`config.mk`:
```
export PLATFORM = sky130hd
export DESIGN_NAME = mtl_vblank_cmd_scheduler
export DESIGN_NICKNAME = d
export VERILOG_FILES = /design/src/rtl/mtl_vblank_cmd_scheduler.sv
export SDC_FILE = /design/constraint.sdc
export NUM_CORES = 1
export LEC_CHECK = 0
export BUFFER_PORTS_ARGS = -buffer_cell sky130_fd_sc_hd__buf_4
export CAP_MARGIN = 15
export CORE_AREA = 2 2 205 127
export DETAILED_ROUTE_END_ITERATION = 6
export DIE_AREA = 0 0 207 129
export HOLD_SLACK_MARGIN = 0.15
export PLACE_DENSITY = 0.81
export RECOVER_POWER = 50
export SYNTH_ARGS = -nofsm -noshare
export SYNTH_HDL_FRONTEND = slang
export SYNTH_SLANG_ARGS = --single-unit
```
`constraint.sdc`:
```
create_clock -name iCLK -period 4.94 [get_ports iCLK]
set_input_delay 0.988 -clock iCLK [delete_from_list [all_inputs] [get_ports iCLK]]
set_output_delay 0.988 -clock iCLK [all_outputs]
set_load 0.02 [all_outputs]
```
`src/rtl/mtl_vblank_cmd_scheduler.sv`:
```
// Vertical-blank command scheduler: buffers NIOS commands and hands them to the Qbert engine only
// between iEndFrame and iNewFrame. Optional MTL_CMDQ_STATS_EN adds issued/missed-window counters.
module mtl_vblank_cmd_scheduler #(
    parameter int DEPTH         = 8,
    parameter int MAX_PER_FRAME = 4,
    parameter int TIMEOUT       = 4095
) (
    input  logic                     iCLK,
    input  logic                     iRST_n,
    input  logic                     iCmd_valid,
    input  logic [31:0]              iCmd_data,
    output logic                     oCmd_ready,
    input  logic                     iNewFrame,
    input  logic                     iEndFrame,
    output logic                     oIssue_valid,
    output logic [3:0]               oIssue_op,
    output logic [27:0]              oIssue_arg,
    input  logic                     iIssue_ack,
    input  logic                     iDone,
    input  logic                     iClear,
    output logic [$clog2(DEPTH):0]   oLevel,
    output logic                     oBusy,
    output logic                     oOverflow,
    output logic                     oTimeout,
    output logic [15:0]              oIssued_cnt,
    output logic [15:0]              oMissed_cnt
);

    localparam int AW = $clog2(DEPTH);
    localparam int LW = AW + 1;
    localparam logic [3:0] OP_NOP   = 4'h0;
    localparam logic [3:0] OP_FENCE = 4'hF;

    typedef enum logic [1:0] {
        S_IDLE,
        S_WINDOW,
        S_ISSUE,
        S_WAIT_DONE
    } state_t;

    state_t         state_q;
    logic [31:0]    mem [DEPTH];
    logic [AW-1:0]  wr_ptr_q, rd_ptr_q;
    logic [LW-1:0]  level_q;
    logic [3:0]     count_q;
    logic [15:0]    timer_q;
    logic           win_q;
    logic           issue_valid_q;
    logic [3:0]     issue_op_q;
    logic [27:0]    issue_arg_q;
    logic           overflow_q, timeout_q;

    logic           full, empty;
    logic [31:0]    head;
    logic [3:0]     head_op;
    logic           count_max, timer_hit;
    logic           ctrl_pop, fence_pop, accept, pop, push;
    logic           win_close_local, win_next;

    assign full      = (level_q == LW'(DEPTH));
    assign empty     = (level_q == '0);
    assign head      = mem[rd_ptr_q];
    assign head_op   = head[31:28];
    assign count_max = (count_q == 4'(MAX_PER_FRAME));
    assign timer_hit = (timer_q == 16'(TIMEOUT));

    // NOP and FENCE never reach the engine; they are consumed straight from the head in WINDOW.
    assign ctrl_pop  = (state_q == S_WINDOW) && !iNewFrame && !count_max && !iClear && !empty &&
                       ((head_op == OP_NOP) || (head_op == OP_FENCE));
    assign fence_pop = ctrl_pop && (head_op == OP_FENCE);
    assign accept    = (state_q == S_ISSUE) && iIssue_ack && !iClear;
    assign pop       = ctrl_pop || accept;
    assign push      = iCmd_valid && !full && !iClear;

    assign win_close_local = (state_q == S_WINDOW) && !iNewFrame && (count_max || fence_pop);
    assign win_next        = iNewFrame       ? 1'b0 :
                             win_close_local ? 1'b0 :
                             iEndFrame       ? 1'b1 : win_q;

    assign oCmd_ready   = !full;
    assign oLevel       = level_q;
    assign oBusy        = (state_q != S_IDLE) || !empty;
    assign oIssue_valid = issue_valid_q;
    assign oIssue_op    = issue_op_q;
    assign oIssue_arg   = issue_arg_q;
    assign oOverflow    = overflow_q;
    assign oTimeout     = timeout_q;

    // NOTE: the storage array has no reset; entries are only ever read below the write pointer,
    // so resetting it would just cost a reset net per bit.
    always_ff @(posedge iCLK) begin
        if (push)
            mem[wr_ptr_q] <= iCmd_data;
    end

    always_ff @(posedge iCLK or negedge iRST_n) begin
        if (!iRST_n) begin
            wr_ptr_q   <= '0;
            rd_ptr_q   <= '0;
            level_q    <= '0;
            overflow_q <= 1'b0;
        end else if (iClear) begin
            wr_ptr_q   <= '0;
            rd_ptr_q   <= '0;
            level_q    <= '0;
            overflow_q <= 1'b0;
        end else begin
            if (push)
                wr_ptr_q <= wr_ptr_q + 1'b1;
            if (pop)
                rd_ptr_q <= rd_ptr_q + 1'b1;
            if (push && !pop)
                level_q <= level_q + 1'b1;
            else if (pop && !push)
                level_q <= level_q - 1'b1;
            if (iCmd_valid && full)
                overflow_q <= 1'b1;
        end
    end

    // NOTE: all state here is assigned with <= so every branch sees the pre-edge values;
    // a later assignment in the same block overrides an earlier one (used for flag clearing).
    always_ff @(posedge iCLK or negedge iRST_n) begin
        if (!iRST_n) begin
            state_q       <= S_IDLE;
            count_q       <= '0;
            timer_q       <= '0;
            win_q         <= 1'b0;
            issue_valid_q <= 1'b0;
            issue_op_q    <= '0;
            issue_arg_q   <= '0;
            timeout_q     <= 1'b0;
        end else begin
            win_q <= win_next;
            if (iClear)
                timeout_q <= 1'b0;
            case (state_q)
                S_IDLE: begin
                    if (iEndFrame && !iNewFrame) begin
                        state_q <= S_WINDOW;
                        count_q <= '0;
                    end
                end
                S_WINDOW: begin
                    if (iNewFrame || count_max) begin
                        state_q <= S_IDLE;
                    end else if (!iClear && !empty) begin
                        if (head_op == OP_FENCE) begin
                            state_q <= S_IDLE;
                        end else if (head_op != OP_NOP) begin
                            state_q       <= S_ISSUE;
                            issue_valid_q <= 1'b1;
                            issue_op_q    <= head_op;
                            issue_arg_q   <= head[27:0];
                        end
                    end
                end
                S_ISSUE: begin
                    if (iClear) begin
                        state_q       <= S_IDLE;
                        issue_valid_q <= 1'b0;
                    end else if (iIssue_ack) begin
                        state_q       <= S_WAIT_DONE;
                        issue_valid_q <= 1'b0;
                        timer_q       <= '0;
                        if (count_q != 4'hF)
                            count_q <= count_q + 1'b1;
                    end else if (iNewFrame) begin
                        state_q       <= S_IDLE;
                        issue_valid_q <= 1'b0;
                    end
                end
                S_WAIT_DONE: begin
                    // A frame may start and end while the engine is still busy; the new window
                    // gets a fresh issue budget.
                    if (iEndFrame && !iNewFrame)
                        count_q <= '0;
                    if (iDone || timer_hit) begin
                        if (!iDone && !iClear)
                            timeout_q <= 1'b1;
                        state_q <= win_next ? S_WINDOW : S_IDLE;
                    end else if (timer_q != 16'hFFFF) begin
                        timer_q <= timer_q + 1'b1;
                    end
                end
                default: state_q <= S_IDLE;
            endcase
        end
    end

`ifdef MTL_CMDQ_STATS_EN
    logic        missed_evt;
    logic [15:0] issued_q, missed_q;

    // A window counts as missed when it closes with work still queued after this cycle's pop.
    assign missed_evt = ((win_q && iNewFrame) || win_close_local) &&
                        (level_q != LW'(pop)) && !iClear;

    always_ff @(posedge iCLK or negedge iRST_n) begin
        if (!iRST_n) begin
            issued_q <= '0;
            missed_q <= '0;
        end else if (iClear) begin
            issued_q <= '0;
            missed_q <= '0;
        end else begin
            if (accept)
                issued_q <= issued_q + 1'b1;
            if (missed_evt)
                missed_q <= missed_q + 1'b1;
        end
    end

    assign oIssued_cnt = issued_q;
    assign oMissed_cnt = missed_q;
`else
    assign oIssued_cnt = '0;
    assign oMissed_cnt = '0;
`endif

endmodule
```
* Word level (Yosys, flattened, before mapping)
Memories as Yosys holds them, arrays and structs flattened. Index checks and enable logic that the tools add are counted.
Cells by class: bitwise operators 2, reductions and logical operators 49, $add $sub $neg 6, div/mod/pow operators 0, multiplexer cells 47, magnitude comparators 0, multiply operators 0, shift-type cells 0, equal/unequal tests 24
Operators with widths (count):
- two-way mux 16 bit | 4
- case mux 16 bit (2 select lines) | 1
- two-way mux 4 bit | 7
- AND reduction 5 bit | 4
- two-way mux 1 bit | 19
- two-way mux 2 bit | 9
- logical AND 1 bit | 17
- adder 16 x 1 -> 16 bit (second input constant) | 1
- equality test 16 x 12 -> 1 bit (second input constant) | 1
- inequality test 16 bit (second input constant) | 1
- inequality test 2 bit (second input constant) | 8
- nonzero test 2 bit | 7
- two-way mux 3 bit | 4
- adder 4 x 1 -> 4 bit (second input constant) | 2
- equality test 4 bit (second input constant) | 2
- zero test 1 bit | 8
- zero test 4 bit | 2
- inequality test 2 x 1 -> 1 bit (second input constant) | 4
- inequality test 4 bit (second input constant) | 2
- case mux 2 bit (4 select lines) | 1
- case mux 4 bit (2 select lines) | 1
- adder 3 x 1 -> 3 bit (second input constant) | 2
- logical OR 1 bit | 6
- AND reduction 6 bit | 1
- other kinds (12) | 14
Word-level totals: input bits 40, memory bits (read-only) 0, latch bits 0, memory bits (writable) 256, bits in registers 68, memories 1, output and inout port bits 73, logic and storage cells 141
Memories:
- mem | depth 8, bits a word 32, rd ports 1, clocked after memory_dff 0, write ports 1, RTL line 42 | logic [31:0] mem [DEPTH];

* Longest topological paths before layout
Gate-level depths: netlist of the first run.
word-level depth 14, mapped depth 15, depth with buffers taken out 15

* Worst setup path after synthesis of the first run
No wires, ideal clock.
path kind register to register, from reg level_q[3], in the netlist oLevel[3], to mem mem[4][0] (enable), buffers on the path 1, setup slack -0.527 ns, setup time 0.513 ns, required time 4.427 ns, arrival time 4.954 ns, cell stages (with the launch flop) 6, period minus slack after synthesis 5.467 ns, path through dfrtp_1 > or4b_2 > clkbuf_1 > nand2_1 > or2_2 > nor4b_1
On the way: cells in the longest elaborated chain, start to end 6
RTL lines:
- start, declared | RTL line 44 | logic [LW-1:0] level_q;
- start signal, assigned | RTL line 113 | level_q <= level_q + 1'b1;
- start signal, assigned | RTL line 115 | level_q <= level_q - 1'b1;
- equality test 4 bit | RTL line 60 | assign full = (level_q == LW'(DEPTH));
- zero test 1 bit
- named net oCmd_ready | RTL line 12 | output logic oCmd_ready,
- logical AND 1 bit (2 in a row) | RTL line 73 | assign push = iCmd_valid && !full && !iClear;
- two-way mux 1 bit | RTL line 92 | if (push)
- two-way mux 1 bit (implied by the code) | RTL line 93 | mem[wr_ptr_q] <= iCmd_data;
- end, declared | RTL line 42
The timed path passes the listed nets, and every way through them passes these cells.

* Worst setup path in the final report of the first run
from reg rd_ptr_q[0], to reg level_q[2], in the netlist oLevel[2]
On the way: cells in the longest elaborated chain, start to end 9, elaborated cells between the ends (all ways) 12, those cells by class eq/ne: 1; mux: 2; reduce/logical: 8; memory: 1
RTL lines:
- start, declared | RTL line 43 | logic [AW-1:0] wr_ptr_q, rd_ptr_q;
- start signal, assigned | RTL line 111 | rd_ptr_q <= rd_ptr_q + 1'b1;
- memory read (8 x 32 bit) (*)
- equality test 4 bit / zero test 4 bit (equally long branches) | RTL line 69 | ((head_op == OP_NOP) || (head_op == OP_FENCE));
- logical OR 1 bit (*) | RTL line 69
- logical AND 1 bit (*) | RTL line 68 | assign ctrl_pop = (state_q == S_WINDOW) && !iNewFrame && !count_max && !iClear && !empty &&
- logical OR 1 bit (*) | RTL line 72 | assign pop = ctrl_pop || accept;
- zero test 1 bit | RTL line 112 | if (push && !pop)
- logical AND 1 bit | RTL line 112
- two-way mux 4 bit | RTL line 112
- two-way mux 4 bit | RTL line 102 | end else if (iClear) begin
Mark *: on every way between the ends. The rest lies on a longest branch, timed or not. A chain may end at the register's enable or synchronous reset.

==> impl_metrics.env, run 1 <==
export IMPL_p_clk_share_pct=34.6
export IMPL_wl_met2_um=12230
export IMPL_antenna_found_initial=2
export IMPL_path_class="flip-flop to flip-flop"
export IMPL_coreArea_um2=24770
export IMPL_final_common_cell="edfxtp_1"
export IMPL_cts_root_buf="clkbuf_16"
export IMPL_clk_pin_slew_ns=0.07
export IMPL_htreeDepth=1
export IMPL_via_count=6814
export IMPL_die_w_um=207
export IMPL_numCtsBuffers=28
export IMPL_seqPwrFrac_pct=49.8
export IMPL_p_int_uw=4889
export IMPL_fin_crit_sh_pct=79.18
export IMPL_wl_met3_um=1514
export IMPL_synthTopCellsByArea="edfxtp_1 (58%), dfrtp_1 (13%), mux4_2 (11%)"
export IMPL_die_h_um=129
export IMPL_synthArstFlopShare_pct=20.99
export IMPL_finalMaxSlewViolations=69
export IMPL_rows=45
export IMPL_syn2layout_area_growth_pct=13.17
export IMPL_tightestPinTransition_ns=1.878
export IMPL_place_area_um2=14130
export IMPL_min_delay_path_class="flip-flop to flip-flop"
export IMPL_swShare_pct=26.23
export IMPL_grt_max_degree=69
export IMPL_violations="max-capacitance violations, max-slew violations"
export IMPL_critical_path_top_delay_family="multiplexers"
export IMPL_ant_nets=0
export IMPL_routed_wl_um=25600
export IMPL_max_slew_margin_pct=-25.17
export IMPL_grt_pass1_vias=6905
export IMPL_drt_iter0_markers=706
export IMPL_finalSetupViolCount=0
export IMPL_routed_via_density=5.664
export IMPL_nets=904
export IMPL_status="finished, violations left"
export IMPL_cp_end_kind="flip-flop"
export IMPL_final_cell_mix="edfxtp_1 (256), dfrtp_1 (65), mux4_2 (63)"
export IMPL_wl_met1_um=11470
export IMPL_first_pass_iters=5
export IMPL_worstPathMaxFanout=29
export IMPL_fmax_mhz=255.7
export IMPL_post_cts_resized=0
export IMPL_hold_viol=0
export IMPL_ctsHoldBuffers=0
export IMPL_post_cts_setup_buffers=0
export IMPL_clock_skew_ns=0.01443
export IMPL_io_buffers=80
export IMPL_drc_errors=0
export IMPL_yosysSeqAreaShare_pct=71.17
export IMPL_crit_arrival_ns=4.39
export IMPL_overflow=0
export IMPL_syn_area_um2=13190
export IMPL_grt_pass1_wl_um=40340
export IMPL_drive_above_1_share_pct=20.53
export IMPL_ir_drop_uv=326.5
export IMPL_synth_top_cell_area_share_pct=58.27
export IMPL_finalInstanceArea_um2=14930
export IMPL_syn_avg_cell_area_um2=17.38
export IMPL_fin_tns_setup_ns=0
export IMPL_clk_latency_ns=0.54
export IMPL_place_hpwl_um=15100
export IMPL_ys_types=59
export IMPL_grt_setup_unrepaired="false"
export IMPL_ys_warn_count=0
export IMPL_track_usage_pct=19.60
export IMPL_fillCellCount=1837
export IMPL_path_cells="mux4_2, mux2_2, nor4_4, o21ai_2, nand3_1, inv_1, fa_1, xor2_1, nor3_1, o21ai_1, o31a_1, a31oi_1, a21o_1"
export IMPL_clock_sinks=324
export IMPL_required_ns=5.42
export IMPL_synth_seq_cells=324
export IMPL_power_density_nw_per_um2=443.8
export IMPL_dieArea_um2=26700
export IMPL_fin_crit_ns=3.912
export IMPL_power_leakage_uw=0.005110
export IMPL_ys_flop_type="edfxtp_1"
export IMPL_start_kind="flip-flop"
export IMPL_cap_violations=1
export IMPL_yosysTopAreaCell="edfxtp_1"
export IMPL_gp_congestion=0.8265
export IMPL_netSwitchingPower_uw=1738
export IMPL_cts_tree="built"
export IMPL_final_util_pct=60.27
export IMPL_start_util_pct=53.25
export IMPL_cts_max_path_buffers=3
export IMPL_pin_count=113
export IMPL_syn_inst=759
export IMPL_routed_top_layer="met4"
export IMPL_pwr_share_comb_pct=15.6
export IMPL_synth_edf_count=256
export IMPL_crit_slowest_cell="dfrtp_4"
export IMPL_max_stage_delay_ns=0.80
export IMPL_avgRoutedWirePerCell_um=21.28
export IMPL_critPathBufInv=1
-- stage by stage --
stage               setup WS, ns  total power [µW]  hold slack [ns]  std cells
global placement           1.145              4422           0.4669       1150
CTS                       0.9898              6733           0.4883       1201
floorplan                 0.3622              4021           0.4645        790
global route              0.7146              6922           0.5002       1202
finish                     1.028              6627           0.4784       1203
detailed placement         1.019              4451           0.4728       1150
-- routing by layer --
| metal | GRT usage, % | vias to the layer above |
|---|---|---|
| met5 | 0 | - |
| met1 | 29.37 | 3505 |
| met3 | 3.588 | 32 |
| li1 | - | 3069 |
| met4 | 3.950 | 0 |
| met2 | 30.75 | 208 |
-- Yosys cell counts, drive strengths merged (2+ instances only) --
library cell and n:
o21ai 37, mux2 9, ha 12, a21oi 8, edfxtp 256, nand2b 4, a21o 3, and3b 2
and4 2, nor2 34, inv 12, clkbuf 20, xnor2 12, nand3b 4, nand3 16, nor3b 2
dfrtp 68, nor3 17, and3 2, mux4 64, buf 43, nor4 8, nand2 55, nor4b 3
mux2i 33, a31oi 3, a211oi 3, nand4 5, xor2 6
-- layout make-up --
class	count	area (µm²)	area share (%)
multi-input combinational	391	3575	23.94
clock buffer	33	740.7	4.961
inverter	12	45.04	0.3017
timing repair buffer	94	526.8	3.528
clock inverter	18	231.5	1.550
antenna	2	5.005	0.03352
sequential	324	9395	62.93
tap	329	411.6	2.757
-- power by group through the flow --
stage | Combinational, µW | Sequential (µW) | Clock, µW
after global routing | 1140 | 3330 | 2460
final | 1040 | 3300 | 2290
after detailed placement | 1100 | 3350 | 0
after floorplan | 548 | 3470 | 0
after CTS | 1100 | 3300 | 2330
after global placement | 1070 | 3350 | 0
-- state kept, by name (all words and copies together), names as in the netlist --
register and cells:
count_q 4, mem 256, oIssue_arg 28, oIssue_op 4
oIssue_valid 1, oLevel 4, oOverflow 1, oTimeout 1
rd_ptr_q 3, state_q 2, timer_q 16, win_q 1
wr_ptr_q 3
-- tightest hold or removal path, delay by kind of cell, from the launching register on --
kind	cells	cell delay, ns
AOI/OAI and AO/OA	1	0.06
DFF	1	0.34
and+or+nand+nor	1	0.04
-- worst paths after layout --
path                                            start  cells after the start                          to  slack (ns)
min                        oIssue_arg[26]$_DFFE_PN0P_                      2  oIssue_arg[26]$_DFFE_PN0P_        0.48
max                           rd_ptr_q[0]$_DFFE_PN0P_                     13       oLevel[2]$_DFFE_PN0P_        1.03
max reg2reg                   rd_ptr_q[0]$_DFFE_PN0P_                     13       oLevel[2]$_DFFE_PN0P_        1.03
min in group asynchronous                      iRST_n                      1      timer_q[8]$_DFFE_PN0P_        0.97
min reg2reg                oIssue_arg[26]$_DFFE_PN0P_                      2  oIssue_arg[26]$_DFFE_PN0P_        0.48
max in group asynchronous                      iRST_n                      1     rd_ptr_q[0]$_DFFE_PN0P_        2.62
-- logic make-up (layout without fill, tap and decap cells) --
| family | count (synthesis) | count (layout) | share of synthesized area (%) |
|---|---|---|---|
| compound gates | 63 | 63 | 2.864 |
| xor+xnor | 18 | 18 | 1.195 |
| fa+ha+maj | 13 | 13 | 1.290 |
| buf+inv | 75 | 157 | 3.168 |
| flops | 324 | 324 | 71.17 |
| mux | 106 | 106 | 14.25 |
| other cells | 1 | 34 | 0.02842 |
| simple gates | 159 | 159 | 6.032 |
No activity file was read; power rests on OpenSTA's default activity.
==> run 2: changes to the inputs <==
Clock period 4.94 ns to 3.5 ns, I/O delays scaled along.
==> run 2 against run 1 <==
Compared with the run above:
- the flow still finishes with violations (max-capacitance violations, max-slew violations)
- largest power group unchanged
- register-to-register slack got worse by 0.88 ns
- critical path depth grew 2
- setup slack got worse by 0.88 ns
- global-route usage up 0.16 points
- combinational power up 47%
- largest cell class unchanged
- first-iteration DRC count shrank 8.4%
- clock power increased by 51%
==> impl_metrics.env, run 2 (synthesis results as in run 1) <==
export IMPL_status="finished, violations left"
export IMPL_violations="max-capacitance violations, max-slew violations"
export IMPL_grt_setup_unrepaired="false"
export IMPL_ant_nets=0
export IMPL_critical_path_top_delay_family="multiplexers"
export IMPL_drt_iter0_markers=647
export IMPL_pin_count=113
export IMPL_wl_met3_um=1821
export IMPL_placedCellCount=1158
export IMPL_required_ns=3.96
export IMPL_avgRoutedWirePerCell_um=21.75
export IMPL_final_common_cell="edfxtp_1"
export IMPL_clk_latency_ns=0.56
export IMPL_ir_drop_uv=500.5
export IMPL_die_h_um=129
export IMPL_worstPathMaxFanout=4
export IMPL_syn2layout_area_growth_pct=14.62
export IMPL_cp_end_kind="flip-flop"
export IMPL_nets=919
export IMPL_coreArea_um2=24770
export IMPL_grt_pass1_wl_um=40360
export IMPL_track_usage_pct=19.76
export IMPL_largest_reg_flops=256
export IMPL_reg2reg_to="oLevel[2]$_DFFE_PN0P_"
export IMPL_rows=45
export IMPL_numCtsBuffers=28
export IMPL_final_cell_mix="edfxtp_1 (256), dfrtp_1 (65), mux4_2 (63)"
export IMPL_drive_above_1_share_pct=22.64
export IMPL_fin_crit_sh_pct=95.67
export IMPL_min_to="win_q$_DFF_PN0_"
export IMPL_first_pass_iters=5
export IMPL_place_hpwl_um=15130
export IMPL_pre_cts_ws_ns=0.1073
export IMPL_start_kind="flip-flop"
export IMPL_finalSetupViolCount=0
export IMPL_crit_slowest_cell="dfrtp_4"
export IMPL_clk_pin_slew_ns=0.08
export IMPL_routed_via_density=5.667
export IMPL_fmax_mhz=298.6
export IMPL_ctsHoldBuffers=0
export IMPL_cts_tree="built"
export IMPL_start_util_pct=53.25
export IMPL_max_stage_delay_ns=0.49
export IMPL_io_buffers=80
export IMPL_wl_met2_um=12170
export IMPL_worst_slack_ns=0.1516
export IMPL_min_delay_path_class="input pin to flip-flop"
export IMPL_fillCellCount=1770
export IMPL_clock_sinks=324
export IMPL_grt_max_degree=69
export IMPL_fin_crit_ns=3.348
export IMPL_antenna_found_initial=1
export IMPL_fin_tns_setup_ns=0
export IMPL_drc_errors=0
export IMPL_via_count=6902
export IMPL_power_leakage_uw=0.005230
export IMPL_regMostFlops="mem"
export IMPL_whs_ns=0.3402
export IMPL_routed_wl_um=26500
export IMPL_fin_cells=1218
export IMPL_cts_max_path_buffers=3
export IMPL_cts_root_buf="clkbuf_16"
export IMPL_path_cells="buf_4, buf_4, mux4_2, mux2_4, nor4_4, o21ai_2, nand3_2, inv_1, fa_2, xor2_2, nor3_2, o21ai_1, o31a_1, a31oi_1, a21o_1"
export IMPL_gp_congestion=0.7953
export IMPL_crit_arrival_ns=3.81
export IMPL_overflow=0
export IMPL_path_class="flip-flop to flip-flop"
export IMPL_tightestPinTransition_ns=1.919
export IMPL_rr_worst_depth=15
export IMPL_p_total_uw=9634
export IMPL_whs_path_depth=2
export IMPL_max_slew_margin_pct=-27.94
export IMPL_grt_pass1_vias=6887
export IMPL_cpMostUsedCell="buf_4"
export IMPL_clock_skew_ns=0.01375
export IMPL_routed_top_layer="met4"
export IMPL_worstHoldStart="iNewFrame"
export IMPL_wl_met1_um=11930
export IMPL_die_w_um=207
export IMPL_critPathBufInv=3
export IMPL_finalMaxSlewViolations=69
export IMPL_power_density_nw_per_um2=637.1
export IMPL_cap_violations=1
export IMPL_rrSetupSlack_ns=0.15
export IMPL_hold_viol=0
export IMPL_htreeDepth=1
export IMPL_dieArea_um2=26700
export IMPL_reg2reg_from="rd_ptr_q[0]$_DFFE_PN0P_"
run 2: cell types whose count changed in the layout (fill, tap and decap cells not counted), sizes merged:
cell and delta:
clkinvlp -3, buf +12, clkbuf +1, diode -1, clkinv +4, bufinv +2
run 2: per-stage QoR:
stage | area, µm² | utilization, %
finish | 15120 | 61.04
floorplan | 13330 | -
global placement | 14190 | 57.29
global route | 15120 | 61.03
CTS | 15230 | 61.47
detailed placement | 14190 | 57.29
run 2: routing by layer:
layer  up-vias  global-route usage, %
li1       3105                      -
met3        44                  3.320
met5         -                      0
met4         0                  4.958
met2       248                  31.04
met1      3505                  29.36
run 2: final cells by class:
type                    instances  area, µm²  area share [%]
clock buffers                  31      721.9           4.774
well taps                     329      411.6           2.722
diodes                          1      2.502         0.01655
inverters                      12      45.04          0.2979
flip-flops and latches        324       9395           62.13
repair buffers                109      631.9           4.178
clock inverters                21      315.3           2.085
multi-input cells             391       3598           23.80
run 2: where the power goes:
part	total [µW]	leakage (µW)	switching (µW)	internal [µW]
Clock	3460	0.000507	1430	2020
Sequential	4650	0.00320	196	4450
Combinational	1530	0.00153	942	587
Total	9630	0.00523	2570	7060
run 2: timing repair:
action	CTS	global route
hold endpoints to repair	0	0
setup buffers	0	7
endpoints found under the setup margin	0	1
resized for setup	0	5
run 2: how the worst max path moves through the flow:
stage,end,cells after the start,startpoint
2_1_floorplan,mem[5][0]$_DFFE_PP_,6,oLevel[3]$_DFFE_PN0P_
3_3_place_gp,oLevel[2]$_DFFE_PN0P_,13,rd_ptr_q[0]$_DFFE_PN0P_
3_5_place_dp,oLevel[2]$_DFFE_PN0P_,13,rd_ptr_q[0]$_DFFE_PN0P_
4_1_cts,oLevel[2]$_DFFE_PN0P_,13,rd_ptr_q[0]$_DFFE_PN0P_
5_1_grt,oLevel[2]$_DFFE_PN0P_,15,rd_ptr_q[0]$_DFFE_PN0P_
6_report,oLevel[2]$_DFFE_PN0P_,15,rd_ptr_q[0]$_DFFE_PN0P_
